## config.mk

```make
export PLATFORM = sky130hd
export DESIGN_NAME = rf_write_ctrl
export DESIGN_NICKNAME = d
export VERILOG_FILES = /design/src/rtl/rf_ctrl_pkg.sv /design/src/rtl/rr_arb2.sv /design/src/rtl/rf_write_ctrl.sv
export SDC_FILE = /design/constraint.sdc
export NUM_CORES = 1
export LEC_CHECK = 0
export CAP_MARGIN = 25
export CORE_UTILIZATION = 37
export CTS_CLUSTER_DIAMETER = 30
export DETAILED_ROUTE_END_ITERATION = 8
export PLACE_DENSITY = 0.82
export SLEW_MARGIN = 40
export SYNTH_ARGS = -nofsm -noshare
export SYNTH_HDL_FRONTEND = slang
export SYNTH_SLANG_ARGS = --single-unit
```

## constraint.sdc

```tcl
create_clock -name clk -period 1.8 [get_ports clk]
set_input_delay 0.27 -clock clk [delete_from_list [all_inputs] [get_ports clk]]
set_output_delay 0.27 -clock clk [all_outputs]
set_load 0.005 [all_outputs]
```

## src/rtl/rf_ctrl_pkg.sv

```systemverilog
// Shared types and constants for the register-file write-port controller.
package rf_ctrl_pkg;

    localparam int unsigned AW_DEFAULT = 5;
    localparam int unsigned DW_DEFAULT = 32;
    localparam int unsigned NREGS      = 1 << AW_DEFAULT;
    localparam int unsigned LAST_REG   = NREGS - 1;

    typedef enum logic {
        CLEAR,
        RUN
    } rfc_state_t;

endpackage

```

## src/rtl/rr_arb2.sv

```systemverilog
// Two-way round-robin grant logic; the priority pointer is held by the caller.
module rr_arb2 (
    input  logic       valid0,
    input  logic       valid1,
    input  logic       ptr,
    input  logic       en,
    output logic [1:0] grant
);

    // One-hot grant: a lone requester always wins, ptr breaks ties (0 favours req0).
    always_comb begin
        grant = '0;
        if (en) begin
            if (valid0 && (!valid1 || !ptr)) begin
                grant[0] = 1'b1;
            end else if (valid1) begin
                grant[1] = 1'b1;
            end
        end
    end

endmodule

```

## src/rtl/rf_write_ctrl.sv

```systemverilog
// Shares the register-file write port between two requesters and zeroes
// r1..r(2^AW-1) after reset or on clr_req.
module rf_write_ctrl
    import rf_ctrl_pkg::*;
#(
    parameter int unsigned AW = AW_DEFAULT,
    parameter int unsigned DW = DW_DEFAULT
) (
    input  logic          clk,
    input  logic          rst_n,
    input  logic          clr_req,
    output logic          clr_busy,
    input  logic          req0_valid,
    input  logic          req1_valid,
    output logic          req0_ready,
    output logic          req1_ready,
    input  logic [AW-1:0] req0_addr,
    input  logic [AW-1:0] req1_addr,
    input  logic [DW-1:0] req0_data,
    input  logic [DW-1:0] req1_data,
    output logic          last_grant,
    output logic          rf_we3,
    output logic [AW-1:0] rf_wa3,
    output logic [DW-1:0] rf_wd3
);

    localparam logic [AW-1:0] FIRST_ADDR = AW'(1);
    localparam logic [AW-1:0] LAST_ADDR  = '1;

    rfc_state_t    state;
    rfc_state_t    next_state;
    logic [AW-1:0] cnt;
    logic          ptr;
    logic          arb_en;
    logic [1:0]    grant;
    logic          hs0;
    logic          hs1;
    logic [AW-1:0] sel_addr;
    logic [DW-1:0] sel_data;

    rr_arb2 u_arb (
        .valid0 (req0_valid),
        .valid1 (req1_valid),
        .ptr    (ptr),
        .en     (arb_en),
        .grant  (grant)
    );

    // Handshake qualification and write-data selection.
    always_comb begin
        arb_en     = (state == RUN) && !clr_req;
        req0_ready = grant[0];
        req1_ready = grant[1];
        hs0        = req0_valid && grant[0];
        hs1        = req1_valid && grant[1];
        sel_addr   = hs1 ? req1_addr : req0_addr;
        sel_data   = hs1 ? req1_data : req0_data;
        clr_busy   = (state == CLEAR);
    end

    // Next-state logic: clear runs to the last register, clr_req restarts it.
    always_comb begin
        next_state = state;
        case (state)
            CLEAR:   if (cnt == LAST_ADDR) next_state = RUN;
            RUN:     if (clr_req)          next_state = CLEAR;
            default: next_state = CLEAR;
        endcase
    end

    // State register.
    always_ff @(posedge clk or negedge rst_n) begin
        if (!rst_n) begin
            state <= CLEAR;
        end else begin
            state <= next_state;
        end
    end

    // Clear counter: steps during CLEAR, parked at 1 in RUN so a new clear starts at r1.
    always_ff @(posedge clk or negedge rst_n) begin
        if (!rst_n) begin
            cnt <= FIRST_ADDR;
        end else if (state == CLEAR) begin
            cnt <= cnt + FIRST_ADDR;
        end else begin
            cnt <= FIRST_ADDR;
        end
    end

    // Arbitration pointer and last-grant record, updated on every handshake.
    always_ff @(posedge clk or negedge rst_n) begin
        if (!rst_n) begin
            ptr        <= 1'b0;
            last_grant <= 1'b0;
        end else if (hs0) begin
            ptr        <= 1'b1;
            last_grant <= 1'b0;
        end else if (hs1) begin
            ptr        <= 1'b0;
            last_grant <= 1'b1;
        end
    end

    // Registered write port: zero writes in CLEAR, accepted writes in RUN.
    // A handshake to r0 is treated like no write, so address/data hold.
    always_ff @(posedge clk or negedge rst_n) begin
        if (!rst_n) begin
            rf_we3 <= 1'b0;
            rf_wa3 <= '0;
            rf_wd3 <= '0;
        end else if (state == CLEAR) begin
            rf_we3 <= 1'b1;
            rf_wa3 <= cnt;
            rf_wd3 <= '0;
        end else if ((hs0 || hs1) && (sel_addr != '0)) begin
            rf_we3 <= 1'b1;
            rf_wa3 <= sel_addr;
            rf_wd3 <= sel_data;
        end else begin
            rf_we3 <= 1'b0;
        end
    end

endmodule

```

==> flow_summary_export.csv <==
group,metric,value,unit
synth,yosysWarnings,0,
worst_setup_path,critPathLaunchType,"input port",
worst_setup_path,startpoint,"req1_addr[4]",
synth,synth_nets,315,
cells_and_area,stdcell_count,463,
placement,hpwl,5470,µm
routing,wl_met2,3790,µm
synth,ys_seq_area_share,45.5,%
sta,skew,8.49,ps
synth,synthDistinctLibCells,38,
clocking,clk_pin_slew,80,ps
synth,postSynthRegisterBits,46,
routing,top_layer_used,"met4",
pwr,p_total,2.80,mW
worst_setup_path,cp.arrival,1910,ps
sta,tightest_slew,519,ps
cells_and_area,diodes,0,
worst_setup_path,required,2000,ps
placement,post_dp_cell_area,4010,µm²
hold_path,hold_path_class,"in2async",
synth,synth_commonest_cells,"64 x mux2i_1, 45 x dfrtp_1, 37 x nand2_1",
clocking,numCtsBuffers,5,
worst_setup_path,end_kind,"flip-flop",
worst_setup_path,r2r_setup_slack,130,ps
sta,setup_violations,0,
synth,synthCells,234,
sta,rsz0062_at_grt,"false",
cells_and_area,design_area,4190,µm²
clocking,cts_max_path_buffers,2,
worst_setup_path,setup.worst_path.end,"rf_wd3[25]$_DFFE_PN0P_",
worst_setup_path,rr_endpoint,"rf_wa3[2]$_DFFE_PN0P_",
cells_and_area,final_net_count,467,
pwr,ir_drop,0.000362,V
synth,yosysTopAreaCell,"dfrtp_1",
die,placementRows,29,
synth,yosys.area.top_type_share,44.5,%
synth,syn_avg_cell_area,10.8,µm²
sta,hold_viol,0,
routing,drtPass1Iterations,9,
grt,grt_use_total,20.4,%
clocking,htreeDepth,2,
synth,synthTopCellsByArea,"dfrtp_1 44%, mux2i_1 25%, nand2_1 5.5%",
routing,wl,7150,µm
pwr,p_per_area,667,nW/µm²
outcome,violations,"DRC",
routing,drt_iter0_drc,121,
clocking,cts_tree,"done",
synth,async_flop_share,100,%
sta,period_share,94.9,%
worst_setup_path,r2r-start,"state$_DFF_PN0_",
placement,io_buffers,120,
worst_setup_path,reg2regPathDepth,6,
sta,slew_viol_final,0,
die,coreArea,6460,µm²
synth,synthMostInstantiatedCell,"mux2i_1",
grt,grt_pass1_vias,2493,
sta,fmax,585,MHz
cells_and_area,drive_gt1_share,14.2,%
pwr,p_leak,2.20,nW
grt,grt_pass1_wl,11500,µm
grt,antenna_found_initial,0,
die,die_height,84.7,µm
cells_and_area,syn2layout_area_growth,65.7,%
grt,grt_max_degree,43,
sta,fin_tns_setup,0,ps
synth,synth_edf_count,0,
clocking,clk_latency,290,ps
sta,min_period,1710,ps
routing,detail-route-antenna-nets,0,
placement,gp_congestion,0.881,
routing,drc,4,
routing,avgViaCountPerCell,5.15,
placement,dp.cells,449,
routing,wirelength_met1,2860,µm
die,io_pins,121,
sta,timing.hold.ws,475,ps
synth,syn-cell-area,2530,µm²
worst_setup_path,critPathMaxFanout,8,
routing,route.met3.wl,422,µm
die,die_w,84.7,µm
clocking,clock-sinks,46,
synth,synthFlopType,"dfrtp_1",
die,die_area,7180,µm²
routing,post_drt_wl_per_cell,15.4,µm
clocking,root_buffer,"clkbuf_8",
sta,relSlewSlack,65.4,%
die,start_util,39.2,%
grt,grt-ovfl-total,0,
flow_run,maxCapViolations,0,
outcome,status,"finished with violations",
worst_setup_path,worst-setup-path-type,"in2reg",
routing,vias,2386,
## critical path, stage by stage
cell,delay (ps)
clkdlybuf4s15_1,190
or3_4,390
or3_4,350
o211ai_4,210
buf_6,160
buf_12,130
mux2i_1,200
## power breakdown
group	switching (mW)	leakage (nW)	internal, mW
clock network	0.331	0.0438	0.261
logic	0.339	1.54	0.571
registers	0.106	0.613	1.19
total	0.776	2.20	2.02
## metal layers
layer | vias to the layer above | global-route usage (%)
met5 | - | 0
met1 | 1126 | 24.5
met2 | 101 | 37.3
li1 | 1147 | -
met3 | 12 | 3.74
met4 | 0 | 5.86
## cell families after synthesis
group / after synthesis / synth area share, %
compound gates: 30 / 8.60
flops: 46 / 45.5
mux: 64 / 25.3
fa+ha+maj: 2 / 0.988
xor+xnor: 2 / 0.692
simple gates: 73 / 14.0
buf+inv: 17 / 4.84
## final cells by class
class	count	area, µm²
fillers	523	2260
repair buffers	160	1600
multi-input cells	171	1260
flip-flops and latches	46	1150
well taps	77	96.3
clock buffers	5	68.8
clock inverters	2	10.0
inverters	2	7.51
## stage by stage
stage	setup WS, ps	util, %
after CTS	-79.5	64.8
after global routing	45.5	64.9
after global placement	-367	62.0
final	91.9	64.9
after floorplan	54.5	-
after detailed placement	-423	62.0
## worst min-delay path by stage
stage	from	to	depth (start not counted)
CTS	req1_valid	last_grant$_DFFE_PN0P_	3
floorplan	rst_n	cnt[1]$_DFF_PN0_	0
finish	rst_n	rf_wa3[3]$_DFFE_PN0P_	2
global placement	rst_n	rf_wa3[2]$_DFFE_PN0P_	1
detailed placement	rst_n	rf_wa3[3]$_DFFE_PN0P_	1
global route	req1_valid	last_grant$_DFFE_PN0P_	3
## cell usage in the layout (no fill, tap or decap), types with 3 or more instances in the layout
master / netlist / layout
clkdlybuf4s50_1: 0 / 113
and2_1: 4 / 4
clkbuf_8: 0 / 5
nor4_1: 5 / 5
clkdlybuf4s15_1: 0 / 3
dfrtp_1: 45 / 45
a21oi_1: 5 / 4
mux2i_1: 64 / 64
nand3_1: 6 / 6
o21ai_0: 9 / 9
buf_4: 1 / 31
nand2_1: 37 / 37
nor2_1: 6 / 6
nor2b_1: 4 / 3
a221o_1: 4 / 4
buf_12: 3 / 4
## registers in the layout, summed over array words and instances, names as in the netlist
signal / cells
rf_we3: 1
rf_wd3: 32
cnt: 5
ptr: 1
state: 1
rf_wa3: 5
last_grant: 1
## repair_timing
item,CTS,global route
setup buffers,3,1
hold buffers,1,0
endpoints found under the hold margin,20,0
cloned,2,0
resized for setup,13,2
pin swaps,5,3
setup endpoints to repair,34,14
(Power assumes the default switching activity.)
